--- src/rtl/basic_axi4_lite_master.sv ---
// AXI4-Lite initiator: one single-beat read or write in flight at a time, one-cycle result pulse.
// Latency: accept@0, request@1, response ready@2, result@3 at minimum; command held off while busy.
module basic_axi4_lite_master #(
    parameter int p_ADDRESS_WIDTH = 2,
    parameter int p_DATA_WIDTH    = 8,
    localparam int lp_STROBE_WIDTH = (p_DATA_WIDTH >= 8) ? p_DATA_WIDTH / 8 : 1
) (
    input  logic                       i_ACLK,
    input  logic                       i_ARESETN,
    input  logic                       i_CMD_VALID,
    output logic                       o_CMD_READY,
    input  logic                       i_CMD_WRITE,
    input  logic [p_ADDRESS_WIDTH-1:0] i_CMD_ADDR,
    input  logic [p_DATA_WIDTH-1:0]    i_CMD_WDATA,
    input  logic [lp_STROBE_WIDTH-1:0] i_CMD_WSTRB,
    input  logic                       i_CMD_PROT,
    output logic                       o_RSP_VALID,
    output logic                       o_RSP_WRITE,
    output logic [p_DATA_WIDTH-1:0]    o_RSP_RDATA,
    output logic [1:0]                 o_RSP_RESP,
    output logic [7:0]                 o_ERR_COUNT,
    output logic [p_ADDRESS_WIDTH-1:0] o_M_AWADDR,
    output logic                       o_M_AWPROT,
    output logic                       o_M_AWVALID,
    input  logic                       i_S_AWREADY,
    output logic [p_DATA_WIDTH-1:0]    o_M_WDATA,
    output logic [lp_STROBE_WIDTH-1:0] o_M_WSTRB,
    output logic                       o_M_WVALID,
    input  logic                       i_S_WREADY,
    input  logic [1:0]                 i_S_BRESP,
    input  logic                       i_S_BVALID,
    output logic                       o_M_BREADY,
    output logic [p_ADDRESS_WIDTH-1:0] o_M_ARADDR,
    output logic                       o_M_ARPROT,
    output logic                       o_M_ARVALID,
    input  logic                       i_S_ARREADY,
    input  logic [p_DATA_WIDTH-1:0]    i_S_RDATA,
    input  logic [1:0]                 i_S_RRESP,
    input  logic                       i_S_RVALID,
    output logic                       o_M_RREADY
);

    typedef enum logic [2:0] {
        S_IDLE,
        S_WR_REQ,
        S_WR_RESP,
        S_RD_REQ,
        S_RD_RESP
    } state_t;

    state_t                       state_q;
    logic                         cmd_ready_q;
    logic                         awvalid_q, wvalid_q, bready_q, arvalid_q, rready_q;
    logic                         rsp_valid_q, rsp_write_q;
    logic [p_ADDRESS_WIDTH-1:0]   awaddr_q, araddr_q;
    logic                         awprot_q, arprot_q;
    logic [p_DATA_WIDTH-1:0]      wdata_q, rsp_rdata_q;
    logic [lp_STROBE_WIDTH-1:0]   wstrb_q;
    logic [1:0]                   rsp_resp_q;
    logic [7:0]                   err_count_q;

    // A channel stays pending until its own VALID&READY; AW and W finish independently.
    logic       aw_pend_d, w_pend_d;
    logic       rsp_fire_d;
    logic [1:0] rsp_resp_d;

    assign aw_pend_d = awvalid_q & ~i_S_AWREADY;
    assign w_pend_d  = wvalid_q & ~i_S_WREADY;

    always_comb begin
        rsp_fire_d = 1'b0;
        rsp_resp_d = i_S_BRESP;
        if (state_q == S_WR_RESP && i_S_BVALID && bready_q) begin
            rsp_fire_d = 1'b1;
        end else if (state_q == S_RD_RESP && i_S_RVALID && rready_q) begin
            rsp_fire_d = 1'b1;
            rsp_resp_d = i_S_RRESP;
        end
    end

    always_ff @(posedge i_ACLK or negedge i_ARESETN) begin
        if (!i_ARESETN) begin
            state_q     <= S_IDLE;
            cmd_ready_q <= 1'b0;
            awvalid_q   <= 1'b0;
            wvalid_q    <= 1'b0;
            bready_q    <= 1'b0;
            arvalid_q   <= 1'b0;
            rready_q    <= 1'b0;
            rsp_valid_q <= 1'b0;
            rsp_write_q <= 1'b0;
            awaddr_q    <= '0;
            araddr_q    <= '0;
            awprot_q    <= 1'b0;
            arprot_q    <= 1'b0;
            wdata_q     <= '0;
            wstrb_q     <= '0;
            rsp_rdata_q <= '0;
            rsp_resp_q  <= 2'b00;
            err_count_q <= 8'd0;
        end else begin
            rsp_valid_q <= 1'b0;
            case (state_q)
                S_IDLE: begin
                    cmd_ready_q <= 1'b1;
                    if (i_CMD_VALID && cmd_ready_q) begin
                        cmd_ready_q <= 1'b0;
                        if (i_CMD_WRITE) begin
                            awaddr_q  <= i_CMD_ADDR;
                            awprot_q  <= i_CMD_PROT;
                            wdata_q   <= i_CMD_WDATA;
                            wstrb_q   <= i_CMD_WSTRB;
                            awvalid_q <= 1'b1;
                            wvalid_q  <= 1'b1;
                            state_q   <= S_WR_REQ;
                        end else begin
                            araddr_q  <= i_CMD_ADDR;
                            arprot_q  <= i_CMD_PROT;
                            arvalid_q <= 1'b1;
                            state_q   <= S_RD_REQ;
                        end
                    end
                end
                S_WR_REQ: begin
                    awvalid_q <= aw_pend_d;
                    wvalid_q  <= w_pend_d;
                    if (!aw_pend_d && !w_pend_d) begin
                        bready_q <= 1'b1;
                        state_q  <= S_WR_RESP;
                    end
                end
                S_WR_RESP: begin
                    if (i_S_BVALID && bready_q) begin
                        bready_q    <= 1'b0;
                        rsp_resp_q  <= i_S_BRESP;
                        rsp_write_q <= 1'b1;
                        rsp_valid_q <= 1'b1;
                        cmd_ready_q <= 1'b1;
                        state_q     <= S_IDLE;
                    end
                end
                S_RD_REQ: begin
                    if (arvalid_q && i_S_ARREADY) begin
                        arvalid_q <= 1'b0;
                        rready_q  <= 1'b1;
                        state_q   <= S_RD_RESP;
                    end
                end
                S_RD_RESP: begin
                    if (i_S_RVALID && rready_q) begin
                        rready_q    <= 1'b0;
                        rsp_rdata_q <= i_S_RDATA;
                        rsp_resp_q  <= i_S_RRESP;
                        rsp_write_q <= 1'b0;
                        rsp_valid_q <= 1'b1;
                        cmd_ready_q <= 1'b1;
                        state_q     <= S_IDLE;
                    end
                end
                default: begin
                    state_q <= S_IDLE;
                end
            endcase
            // Error counter saturates so a flood of errors never reads back as few.
            if (rsp_fire_d && rsp_resp_d != 2'b00 && err_count_q != 8'hFF) begin
                err_count_q <= err_count_q + 8'd1;
            end
        end
    end

    assign o_CMD_READY = cmd_ready_q;
    assign o_RSP_VALID = rsp_valid_q;
    assign o_RSP_WRITE = rsp_write_q;
    assign o_RSP_RDATA = rsp_rdata_q;
    assign o_RSP_RESP  = rsp_resp_q;
    assign o_ERR_COUNT = err_count_q;
    assign o_M_AWADDR  = awaddr_q;
    assign o_M_AWPROT  = awprot_q;
    assign o_M_AWVALID = awvalid_q;
    assign o_M_WDATA   = wdata_q;
    assign o_M_WSTRB   = wstrb_q;
    assign o_M_WVALID  = wvalid_q;
    assign o_M_BREADY  = bready_q;
    assign o_M_ARADDR  = araddr_q;
    assign o_M_ARPROT  = arprot_q;
    assign o_M_ARVALID = arvalid_q;
    assign o_M_RREADY  = rready_q;

endmodule

--- config.mk ---
export PLATFORM = sky130hd
export DESIGN_NAME = basic_axi4_lite_master
export DESIGN_NICKNAME = d
export VERILOG_FILES = /design/src/rtl/basic_axi4_lite_master.sv
export SDC_FILE = /design/constraint.sdc
export NUM_CORES = 1
export LEC_CHECK = 0
export CAP_MARGIN = 20
export CORE_ASPECT_RATIO = 0.5
export CORE_MARGIN = 2
export CORE_UTILIZATION = 40
export CTS_CLUSTER_DIAMETER = 50
export DETAILED_ROUTE_END_ITERATION = 12
export HOLD_SLACK_MARGIN = 0.08
export PLACE_DENSITY = 0.83
export SETUP_SLACK_MARGIN = 0.02
export SYNTH_ARGS = -nofsm -noshare
export SYNTH_HDL_FRONTEND = slang
export SYNTH_SLANG_ARGS = --single-unit
--- constraint.sdc ---
create_clock -name i_ACLK -period 2.07 [get_ports i_ACLK]
set_input_delay 0.414 -clock i_ACLK [delete_from_list [all_inputs] [get_ports i_ACLK]]
set_output_delay 0.414 -clock i_ACLK [all_outputs]
set_load 0.005 [all_outputs]
# --- Word level (Yosys, flattened, before mapping) ---
# Cells that the tools add are included.
totals:
  reg_bits: 44
  latchBits: 0
  ramBits: 0
  romBits: 0
  inputBits: 33
  output_inout_bits: 41
  wordCells: 103
  memories: 0
classes:
  add_sub_neg: 1
  multipliers: 0
  div_mod_pow: 0
  order_cmp: 0
  eq_ne: 12
  n_shift: 0
  muxes: 36
  bitwise: 5
  n_reduce_logical: 31
ops:
  columns: ["cell", "n"]
  rows:
  - ["$reduce_and A3 Y1", 7]
  - ["$mux W1", 16]
  - ["$mux W3", 5]
  - ["$pmux W3 S5", 1]
  - ["$pmux W1 S2", 7]
  - ["$reduce_bool A2 Y1", 6]
  - ["$logic_and A1 B1 Y1", 11]
  - ["$mux W2", 5]
  - ["$ne A2 B2 Y1 const B", 5]
  - ["$add A8 B1 Y8 const B", 1]
  - ["$ne A8 B8 Y1 const B", 1]
  - ["$eq A3 B2 Y1 const B", 2]
  - ["$reduce_and A5 Y1", 1]
  - ["$ne A2 B1 Y1 const B", 2]
  - ["$pmux W2 S2", 1]
  - ["$reduce_and A4 Y1", 1]
  - ["$eq A3 B1 Y1 const B", 1]
  - ["$eq A3 B3 Y1 const B", 1]
  - ["$logic_not A3 Y1", 1]
  - ["$not A1 Y1", 3]
  - ["$pmux W1 S3", 1]
  - ["$reduce_bool A3 Y1", 1]
  - ["$and A1 B1 Y1", 2]
  - ["$logic_not A1 Y1", 2]
  - ["$reduce_and A2 Y1", 1]

# --- Longest topological paths before layout ---
depth:
  word_depth: 8
  mapped_depth: 8

# --- Least setup slack after synthesis ---
# No wires, ideal clock.
synth_timing:
  path_type: "register -> register"
  from: "register state_q[2]"
  to: "register err_count_q[5], in the netlist o_ERR_COUNT[5]"
  arrival_time_ns: 1.628
  t_required_ns: 1.991
  slack_ns: 0.363
  stages_incl_launch_ff: 8
  synth_period_minus_slack_ns: 1.707
  cell_sequence: "dfrtp_1 > buf_4 > or3b_1 > buf_2 > nor3_4 > o32ai_2 > nor3_1 > xor2_1"
synth_via:
  elab_chain_len: 8
synth_rtl:
  columns: ["element", "line_no", "rtl"]
  rows:
  - ["from (decl)", "51", "state_t state_q;"]
  - ["from (signal assigned)", "83", "state_q <= S_IDLE;"]
  - ["from (signal assigned)", "115", "state_q <= S_WR_REQ;"]
  - ["from (signal assigned)", "120", "state_q <= S_RD_REQ;"]
  - ["$eq A3 B3 Y1", "75", "end else if (state_q == S_RD_RESP && i_S_RVALID && rready_q) begin"]
  - ["$logic_and A1 B1 Y1 (2 in series)", "75", null]
  - ["$mux W2", "75", null]
  - ["$mux W2", "73", "if (state_q == S_WR_RESP && i_S_BVALID && bready_q) begin"]
  - ["$reduce_bool A2 Y1", "165", "if (rsp_fire_d && rsp_resp_d != 2'b00 && err_count_q != 8'hFF) begin"]
  - ["$logic_and A1 B1 Y1 * (2 in series)", "165", null]
  - ["to (signal assigned)", "166", "err_count_q <= err_count_q + 8'd1;"]
  - ["to (decl)", "60", "logic [7:0] err_count_q;"]
# Every way passes the cells marked *; elsewhere a longest branch is shown, timed or not.
# A chain may end at the register's enable or synchronous reset.

# --- Worst setup path after layout ---
layout_timing:
  from: "register state_q[1]"
  to: "register rsp_resp_q[0], in the netlist o_RSP_RESP[0]"
layout_via:
  elab_chain_len: 3
layout_rtl:
  columns: ["element", "line_no", "rtl"]
  rows:
  - ["$eq A3 B3 Y1 or $eq A3 B2 Y1 (tied branches)", "103", "case (state_q)"]
  - ["$ne A2 B1 Y1 (no line) or $reduce_bool A2 Y1 (tied branches)", null, null]
  - ["$reduce_and A3 Y1 (no line)", null, null]
  - ["to (signal assigned)", "135", "rsp_resp_q <= i_S_BRESP;"]
  - ["to (signal assigned)", "153", "rsp_resp_q <= i_S_RRESP;"]
  - ["to (decl)", "59", "logic [1:0] rsp_resp_q;"]
# Parallel ways exist; a longest one is shown, timed or not.

==> results.py <==
metrics = {
    "route": {
        "vias": 1501,
        "drt-vias-per-instance": 4.87,
        "ant_nets": 0,
        "drc": 0,
        "drtIter0Drc": 65,
        "wirelength_um": 4180,
        "wl_per_cell_um": 13.6,
        "first_pass_iters": 5,
    },
    "synthesis": {
        "syn_area_um2": 1890,
        "async_reset_ff_share_pct": 100,
        "synthCells": 170,
        "post_synth.cell_area_avg_um2": 11.1,
        "syn-num-nets": 204,
        "ys_seq_area_share_pct": 58.3,
        "synth_seq_cells": 44,
        "yosysUniqueCellTypes": 34,
        "synth_edf_count": 0,
        "ys.warnings.count": 0,
        "synth_top_flop_cell": "dfrtp_1",
    },
    "cells_and_area": {
        "syn_to_final_growth_pct": 49.4,
        "regArea_um2": 1100,
        "drive_gt1_share_pct": 14.7,
        "n_fill_cell": 349,
        "final_cell_count_no_fill": 308,
        "nets": 284,
        "multiInputGateArea_um2": 743,
        "antennaDiodeCount": 0,
    },
    "timing": {
        "setup_tns_ns": 0,
        "whs_ns": 0.184,
        "fin_ws_ns": 0.152,
        "layout_min_cycle_time_ns": 1.92,
        "slew_violations": 0,
        "period_share_pct": 92.6,
        "max_slew_margin_pct": 61.5,
        "worst_pin_slew_ns": 0.577,
        "final.setup_skew_ns": 0.00651,
        "rsz0062_at_grt": "no",
        "setup_viol": 0,
        "fmax_mhz": 521,
        "hold_viol_final": 0,
    },
    "clocking": {
        "clkTransAtPathRegs_ns": 0.09,
        "cts_root_buf": "clkbuf_8",
        "htreeDepth": 2,
        "cts_setup_buffers": 0,
        "cts_resized": 0,
        "clock_latency_ns": 0.29,
        "clockBufferDepth": 2,
        "cts_buffers": 5,
        "hold_buffers": 0,
        "cts_sinks": 44,
        "cts_tree": "built",
    },
    "critical_path": {
        "cp_slowest_cell": "or3b_1",
        "endpoint": "o_RSP_RESP[0]",
        "path_depth": 5,
        "path_buf_inv": 0,
        "required_ns": 2.29,
        "start_kind": "flop",
        "path_delay_family": "simple AND/OR/NAND/NOR gates",
        "end_kind": "flop",
        "worst_r2r_startpoint": "state_q[1]",
        "critical_path_peak_fanout": 11,
        "arrival_ns": 2.14,
        "critical_path.max_stage_delay_ns": 0.54,
        "r2r_cells": 5,
        "crit_start": "state_q[1]",
        "path_cells": "or3b_1, or2_2, nand2_2, nor2_1, a21oi_1",
        "reg2reg_to": "o_RSP_RESP[0]",
        "r2r_slack_ns": 0.15,
        "worst-setup-path-type": "reg -> reg",
    },
    "floorplan": {
        "io_pins": 74,
        "die-width_um": 101,
        "core.rowCount": 17,
        "initial_core_util_pct": 42.3,
        "dieArea_um2": 5320,
        "die_h_um": 52.6,
        "core-area_um2": 4470,
    },
    "placed_design": {
        "post-place-ws_ns": 0.0956,
        "portBuffers": 73,
        "routabilityCongestion": 0.820,
        "hpwl_um": 3190,
        "place_inst": 300,
    },
    "global_routing": {
        "grt_busiest_layer": "met2",
        "grtUsageMet1_pct": 21.3,
        "grt_pass1_vias": 1462,
        "grt-ovfl-total": 0,
        "grt_max_degree": 45,
        "track_usage_pct": 16.9,
        "antenna_found_initial": 0,
        "grt_pass1_wl_um": 6920,
        "grt_util_met3_pct": 3.87,
        "grt_use_met2_pct": 29.5,
    },
    "pwr": {
        "ir_drop_mv": 0.582,
        "leakage_nw": 1.26,
        "power_density_nw_per_um2": 1280,
        "finalPower_mw": 3.62,
    },
    "run_status": {
        "status": "completed",
    },
    "flow_run": {
        "max-cap-violations": 0,
    },
    "hold_path": {
        "hold_path_class": "in -> async",
    },
}
layout by cell type, fill, tap and decap left out, drive strengths merged, types with 2 or more instances in the layout:
cell	count
xor2	4
xnor2	2
a21oi	4
clkbuf	6
or2	2
o21ai	4
mux2i	3
inv	4
nand3	6
a22oi	3
nand4	2
dfrtp	44
nor2	12
buf	7
nor3	5
mux2	16
nand2	37
clkdlybuf4s50	72
nor2b	3
area by class of cell:
cell class | instances | area share [%]
clock buffer | 6 | 2.93
clock inverter | 2 | 1.37
inverter | 4 | 0.532
multi-input combinational | 116 | 26.3
sequential | 44 | 39.0
tap | 57 | 2.53
timing repair buffer | 79 | 27.3
cells by family (layout without fill, tap and decap cells):
logic type	after synthesis	count (layout)	share of synthesized area, %
mux	19	19	11.1
simple gates	71	71	17.6
fa+ha+maj	1	1	0.662
xor+xnor	6	6	2.78
compound gates	19	19	7.15
flops	44	44	58.3
buf+inv	10	91	2.38
worst min path at each step:
stage / to / slack, ns / startpoint
after floorplan: o_CMD_READY / 0.12 / i_ARESETN
after global placement: o_RSP_RDATA[0] / 0.46 / o_RSP_RDATA[0]
after detailed placement: o_RSP_RDATA[0] / 0.46 / o_RSP_RDATA[0]
after CTS: o_M_WSTRB / 0.20 / i_ARESETN
after global routing: o_M_WSTRB / 0.24 / i_ARESETN
final: o_CMD_READY / 0.18 / i_ARESETN
cell usage after synthesis, types with 2 or more instances:
library cell  instances  area share (%)
dfrtp_1              44              58
nand2_1              36             7.2
mux2_2               16             9.5
nor2_1               12             2.4
nand3_1               6             1.6
a21oi_1               4             1.1
inv_1                 4            0.79
nor3_1                4             1.1
o21ai_0               4             1.1
xor2_1                4             1.9
a22oi_1               3             1.2
buf_2                 3            0.79
mux2i_1               3             1.6
nor2b_1               3            0.99
clkbuf_1              2            0.40
nand4_1               2            0.66
or2_2                 2            0.66
xnor2_1               2            0.93
routing by layer:
metal | up-vias | share of wire [%]
met5 | - | 0
met4 | 0 | 1.4
met3 | 6 | 3.4
met2 | 29 | 51
met1 | 725 | 44
li1 | 741 | -
sequential cells by signal (all words and copies together), names as in the netlist, 2 cells and up:
name and cells:
o_M_AWADDR 2, o_RSP_RESP 2, o_ERR_COUNT 8, o_M_WDATA 8, state_q 3, o_RSP_RDATA 8
o_M_ARADDR 2
stage by stage:
stage | instance area (um2) | utilization (%)
after global routing | 2820 | 63.2
after detailed placement | 2700 | 60.5
after CTS | 2820 | 63.2
after floorplan | 1890 | -
after global placement | 2700 | 60.5
final | 2820 | 63.2
power by group:
part	switching, mW	internal (mW)	leakage, nW
registers	0.262	1.21	0.538
logic	0.519	0.946	0.663
clock network	0.288	0.395	0.0614
total	1.07	2.55	1.26
Note: power is estimated with default switching activity, not from simulation.
